## src/rtl/cardinal_nic.sv

```systemverilog
// Network interface between a processor register port and a router PE port.
// It holds one inbound flit and one outbound flit, and each buffer has its own full flag.
module cardinal_nic #(
  parameter int DATA_W = 64,
  parameter int ADDR_W = 2
) (
  input  logic              clk,
  input  logic              reset,
  input  logic [ADDR_W-1:0] addr,
  input  logic [DATA_W-1:0] d_in,
  output logic [DATA_W-1:0] d_out,
  input  logic              nicEn,
  input  logic              nicWrEn,
  output logic              net_si,
  input  logic              net_ri,
  output logic [DATA_W-1:0] net_do,
  input  logic              net_so,
  output logic              net_ro,
  input  logic [DATA_W-1:0] net_di,
  input  logic              net_polarity
);

  localparam logic [ADDR_W-1:0] ADDR_IBUF    = ADDR_W'(0);
  localparam logic [ADDR_W-1:0] ADDR_ISTATUS = ADDR_W'(1);
  localparam logic [ADDR_W-1:0] ADDR_OBUF    = ADDR_W'(2);
  localparam logic [ADDR_W-1:0] ADDR_OSTATUS = ADDR_W'(3);

  logic [DATA_W-1:0] ibuf_q, ibuf_d;
  logic              ib_full_q, ib_full_d;
  logic [DATA_W-1:0] obuf_q, obuf_d;
  logic              ob_full_q, ob_full_d;
  logic [DATA_W-1:0] d_out_q, d_out_d;

  logic rd_en;
  logic wr_en;
  logic send;

  assign rd_en  = nicEn & ~nicWrEn;
  assign wr_en  = nicEn & nicWrEn;

  // The MSB of the flit selects its virtual channel. The router accepts only the VC that matches its current phase.
  assign send   = ob_full_q & net_ri & (obuf_q[DATA_W-1] == net_polarity);

  assign net_si = send;
  assign net_ro = ~ib_full_q;
  assign net_do = obuf_q;
  assign d_out  = d_out_q;

  always_comb begin
    ibuf_d    = ibuf_q;
    ib_full_d = ib_full_q;
    if (rd_en && addr == ADDR_IBUF) begin
      ib_full_d = 1'b0;
    end
    // A flit is taken only when the buffer was empty at the start of the cycle.
    // If the buffer is full, the flit is dropped, even when a read empties the buffer in the same cycle.
    if (net_so && !ib_full_q) begin
      ibuf_d    = net_di;
      ib_full_d = 1'b1;
    end
  end

  always_comb begin
    obuf_d    = obuf_q;
    ob_full_d = ob_full_q;
    if (send) begin
      ob_full_d = 1'b0;
    end
    if (wr_en && addr == ADDR_OBUF && !ob_full_q) begin
      obuf_d    = d_in;
      ob_full_d = 1'b1;
    end
  end

  always_comb begin
    d_out_d = d_out_q;
    if (rd_en) begin
      case (addr)
        ADDR_IBUF:    d_out_d = ibuf_q;
        ADDR_ISTATUS: d_out_d = {{(DATA_W-1){1'b0}}, ib_full_q};
        ADDR_OSTATUS: d_out_d = {{(DATA_W-1){1'b0}}, ob_full_q};
        default:      d_out_d = '0;
      endcase
    end
  end

  always_ff @(posedge clk or negedge reset) begin
    if (!reset) begin
      ibuf_q    <= '0;
      ib_full_q <= 1'b0;
      obuf_q    <= '0;
      ob_full_q <= 1'b0;
      d_out_q   <= '0;
    end else begin
      ibuf_q    <= ibuf_d;
      ib_full_q <= ib_full_d;
      obuf_q    <= obuf_d;
      ob_full_q <= ob_full_d;
      d_out_q   <= d_out_d;
    end
  end

endmodule

```

## config.mk

```make
export PLATFORM = sky130hd
export DESIGN_NAME = cardinal_nic
export DESIGN_NICKNAME = d
export VERILOG_FILES = /design/src/rtl/cardinal_nic.sv
export SDC_FILE = /design/constraint.sdc
export NUM_CORES = 1
export LEC_CHECK = 0
export ABC_AREA = 1
export BUFFER_PORTS_ARGS = -buffer_cell sky130_fd_sc_hd__buf_4
export CORE_MARGIN = 2
export CORE_UTILIZATION = 35
export DETAILED_ROUTE_END_ITERATION = 10
export HOLD_SLACK_MARGIN = 0.05
export PLACE_DENSITY_LB_ADDON = 0.3
export SLEW_MARGIN = 20
export SYNTH_ARGS = -nofsm -noshare
export SYNTH_HDL_FRONTEND = slang
export SYNTH_SLANG_ARGS = --single-unit
```

## constraint.sdc

```tcl
create_clock -name clk -period 3.3 [get_ports clk]
set_clock_uncertainty 0.2 [all_clocks]
set_input_delay 0.66 -clock clk [delete_from_list [all_inputs] [get_ports clk]]
set_output_delay 0.66 -clock clk [all_outputs]
set_load 0.05 [all_outputs]
```

# Yosys cells after proc, flatten, opt, wreduce, memory -nomap -nowiden
# Index checks and enable logic that the tools add are counted.
totals:
  register_bits: 194
  out_inout_bits: 130
  word_cells: 29
classes:
  eq_ne: 4
  n_mux: 5
  bitwise: 6
  reduce_logical: 9
op_table:
  columns: ["cell", "count"]
  rows:
  - ["64-bit case mux with 3 select lines", 1]
  - ["1-bit bitwise AND", 4]
  - ["2-bit == test, second input constant", 2]
  - ["1-bit logical AND", 4]
  - ["1-bit 2-to-1 mux", 4]
  - ["2-bit nonzero test", 2]
  - ["2-bit by 1-bit == test with 1-bit output, second input constant", 1]
  - ["1-bit logical NOT", 2]
  - ["2-bit logical NOT", 1]
  - ["1-bit inverter", 2]
  - ["1-bit == test", 1]

# Longest topological paths before layout
depth:
  word_depth: 5
  depth_mapped: 7

# Worst setup path before layout
# OpenSTA, ideal clock, no wires.
synth_path:
  path_kind: "register to output"
  startpoint: "reg obuf_q[63], in the netlist net_do[63]"
  endpoint: "out net_si"
  arrival_time_ps: 1173
  required_time_ps: 2440
  setup_slack_ps: 1267
  stages_incl_launch_ff: 5
  path_cell_list: "dfrtp_1 inv_1 nand2_1 nand3_1 inv_1"
synth_between:
  elab_chain_cells: 2
synth_lines:
  columns: ["item", "line_no", "rtl"]
  rows:
  - ["start, declared", "30", "logic [DATA_W-1:0] obuf_q, obuf_d;"]
  - ["start signal, assigned", "97", "obuf_q <= obuf_d;"]
  - ["1-bit == test", "42", "assign send = ob_full_q & net_ri & (obuf_q[DATA_W-1] == net_polarity);"]
  - ["1-bit bitwise AND", "42", null]
  - ["end, declared", "14", "output logic net_si,"]
# Every way passes these cells.

# Worst setup path in the final report
layout_path:
  startpoint: "reg ib_full_q"
  endpoint: "out net_ro"
layout_between:
  elab_chain_cells: 1
layout_lines:
  columns: ["item", "line_no", "rtl"]
  rows:
  - ["start, declared", "29", "logic ib_full_q, ib_full_d;"]
  - ["start signal, assigned", "96", "ib_full_q <= ib_full_d;"]
  - ["1-bit inverter", "45", "assign net_ro = ~ib_full_q;"]
  - ["end, declared", "18", "output logic net_ro,"]
# Every way passes these cells.

==> summary.md <==
| Metric | Value |
|---|---|
| Slew @ Worst Pin | `between 0.6 and 0.7 ns` |
| Synth unique cells | `15` |
| VDD IR-drop max | `between 0.0003 and 0.0004 V` |
| Area growth, synth to finish | `38.3%` |
| Met1 GRT Util | `between 20 and 25%` |
| Nets | `1195` |
| TritonCTS Buffers | `17` |
| Max Cap Violations | `0` |
| CTS Buffer Depth | `2` |
| First-pass GRT wire length | `~31000 um` |
| Post-synthesis sequential area ratio | `65.5%` |
| Vias | `about 6k` |
| Status | `complete, no violations` |
| H-tree depth | `4` |
| Period utilization | `~69%` |
| DR pass1 iterations | `6` |
| Synth area leader | `dfrtp_1` |
| Worst-skew pair later-pin latency | `approximately 0.42 ns` |
| # IOs | `between 200 and 300` |
| Final Core Density | `approximately half` |
| P_leak | `between 5 and 6 nW` |
| Final Power | `0.00967 W` |
| GR peak layer | `met2` |
| Most common cell in the netlist | `nand2_1` |
| Num Clock Sinks | `just under 200` |
| Crit path DAT | `about 1.4 ns` |
| Avg Synthesized Cell Area | `slightly above 9 um^2` |
| Crit Path Max Fanout | `13` |
| Antenna Cells | `0` |
| Power density cells | `about 940 nW/um^2` |
| Number of synthesized flops with an enable pin | `0` |
| Initial antenna violation count | `0` |
| FF-to-FF path depth | `5` |
| Core Footprint | `~21000 um^2` |
| Setup_tns | `0 ns` |
| DIE AREA | `approximately 22000 um^2` |
| Synth cell count leaders | `349 x nand2_1, 194 x dfrtp_1, 53 x inv_1` |
| Buffers on Ports | `~270` |
| Yosys reg bits | `194` |
| Yosys warning count | `0` |
| Final worst path period need | `around 2.3 ns` |
| R2r startpoint | `ib_full_q` |
| TritonCTS clock tree | `done` |
| Setup CP Type | `flop to output port` |
| Slew headroom | `between 50% and 60%` |
| Fillers | `around 2k` |
| Largest net degree at the start of global routing | `between 70 and 80` |
| # setup viols final | `0` |
| DRC | `0` |
| Final wirelength | `19600 um` |
| Met3 Use GR | `under 10%` |
| DR vias/cell | `around 4.5` |
| Synth Net Count | `between 900 and 1k` |
| Achievable Freq | `roughly 0.44 GHz` |
| Clock root cell | `clkbuf_16` |
| CTS resizes | `0` |
| Layout cells sized above 1 | `29.2%` |
| Synth Instances | `803` |
| M2 GR Usage | `28.4%` |
| Wire length per cell | `14.6 um` |
| Largest cells by area after synthesis | `dfrtp_1 66%, nand2_1 18%, a21oi_1 3.0%` |
| Die height | `between 100 and 150 um` |
| HPWL Detailed | `~14000 um` |
| Final Hold Fails | `0` |
| Rows | `53` |
| Initial DRC Count | `slightly below 300` |
| Min-Delay Path Class | `input port to async pin` |
| Top_reg_cell synth | `dfrtp_1` |
| Initial Utilization | `roughly 35%` |
| Asr flop ratio synth | `between 90% and 100%` |
| Gr usage total | `between 10% and 20%` |
| CP Capture Type | `output port` |
| WP data required | `2.44 ns` |
| Remaining antenna violation count | `0` |
| Vias in the first global route | `roughly 6k` |
| Cell Area, Synth | `roughly 7400 um^2` |
| Gr ovfl total | `0` |
| RSZ-0062 raised after global routing | `false` |
| Crit start category | `flop` |
| Die width | `between 100 and 150 um` |
| Slew Limit Fails | `0` |
| Routability congestion estimate | `approximately 0.74` |
| Hold Buf Count CTS | `0` |
| Clock slew at reported path FFs | `roughly 0.070 ns` |
| CP Launch Point | `ib_full_q` |
| Top-area cell type share of the netlist area | `between 60% and 70%` |
| # Post-CTS Setup Buffers | `0` |
[final timing paths]
kind | to | slack (ns)
worst max-delay path | net_ro | 1.04
worst min-delay path | ibuf_q[46] | 0.06
worst max register to register | ibuf_q[12] | 1.29
worst min register to register | ibuf_q[57] | 0.27
max in group asynchronous | net_do[47] | 2.12
min in group clk | net_do[57] | 0.24
[stage by stage]
stage                     worst slack [ns]  instances  hold slack (ns)  instance area, um^2
after floorplan                       1.27        803            0.164                 7410
after global placement                1.05       1314            0.246                 9650
after detailed placement             0.996       1314            0.259                 9650
after CTS                             1.01       1344           0.0703                10200
after global routing                 0.958       1344           0.0878                10200
final                                 1.04       1344           0.0602                10200
[cells in the final DEF, fill, tap and decap left out]
master / n
a21oi_1: 44
buf_12: 4
buf_4: 272
bufinv_16: 3
clkbuf_1: 1
clkbuf_16: 17
clkbuf_8: 3
clkinv_2: 1
clkinv_4: 1
clkinvlp_4: 1
dfrtp_1: 194
inv_1: 53
inv_2: 1
inv_6: 4
nand2_1: 348
nand2_2: 1
nand2_4: 1
nand3_1: 24
nand3_2: 2
nor2_1: 49
nor2_8: 1
o21ai_0: 44
[layout make-up]
class	count	area (um^2)	share of cell area, %
flip-flops and latches	194	4850	47.4
repair buffers	277	2140	20.8
well taps	275	344	3.36
clock buffers	20	457	4.46
multi-input cells	514	2110	20.6
inverters	54	203	1.98
clock inverters	10	146	1.43
[routing by layer]
| metal | wire length [um] | up-vias |
|---|---|---|
| met5 | 0 | - |
| met4 | 166 | 0 |
| met3 | 1950 | 10 |
| met2 | 9030 | 203 |
| met1 | 8410 | 2808 |
| li1 | - | 2972 |
[kinds of logic after synthesis]
family / count (synthesis) / synth area share [%]
compound gates: 88 / 5.94
simple gates: 426 / 22.3
flops: 194 / 65.5
buf+inv: 95 / 6.21
[critical path: stages (launching register included)]
cell,delay [ns]
dfrtp_1,0.39
inv_1,0.32
buf_4,0.28
[flip-flops by register name, indices dropped and copies added (netlist names)]
register	flops
d_out	64
ibuf_q	64
net_do	64
ib_full_q	1
ob_full_q	1
[power breakdown]
group | leakage, nW | internal (W) | switching [W]
registers | 2.41 | 0.00323 | 0.000415
logic | 2.99 | 0.00114 | 0.00276
clock network | 0.294 | 0.00124 | 0.000896
total | 5.70 | 0.00560 | 0.00407
No activity file was read; power rests on OpenSTA's default activity.
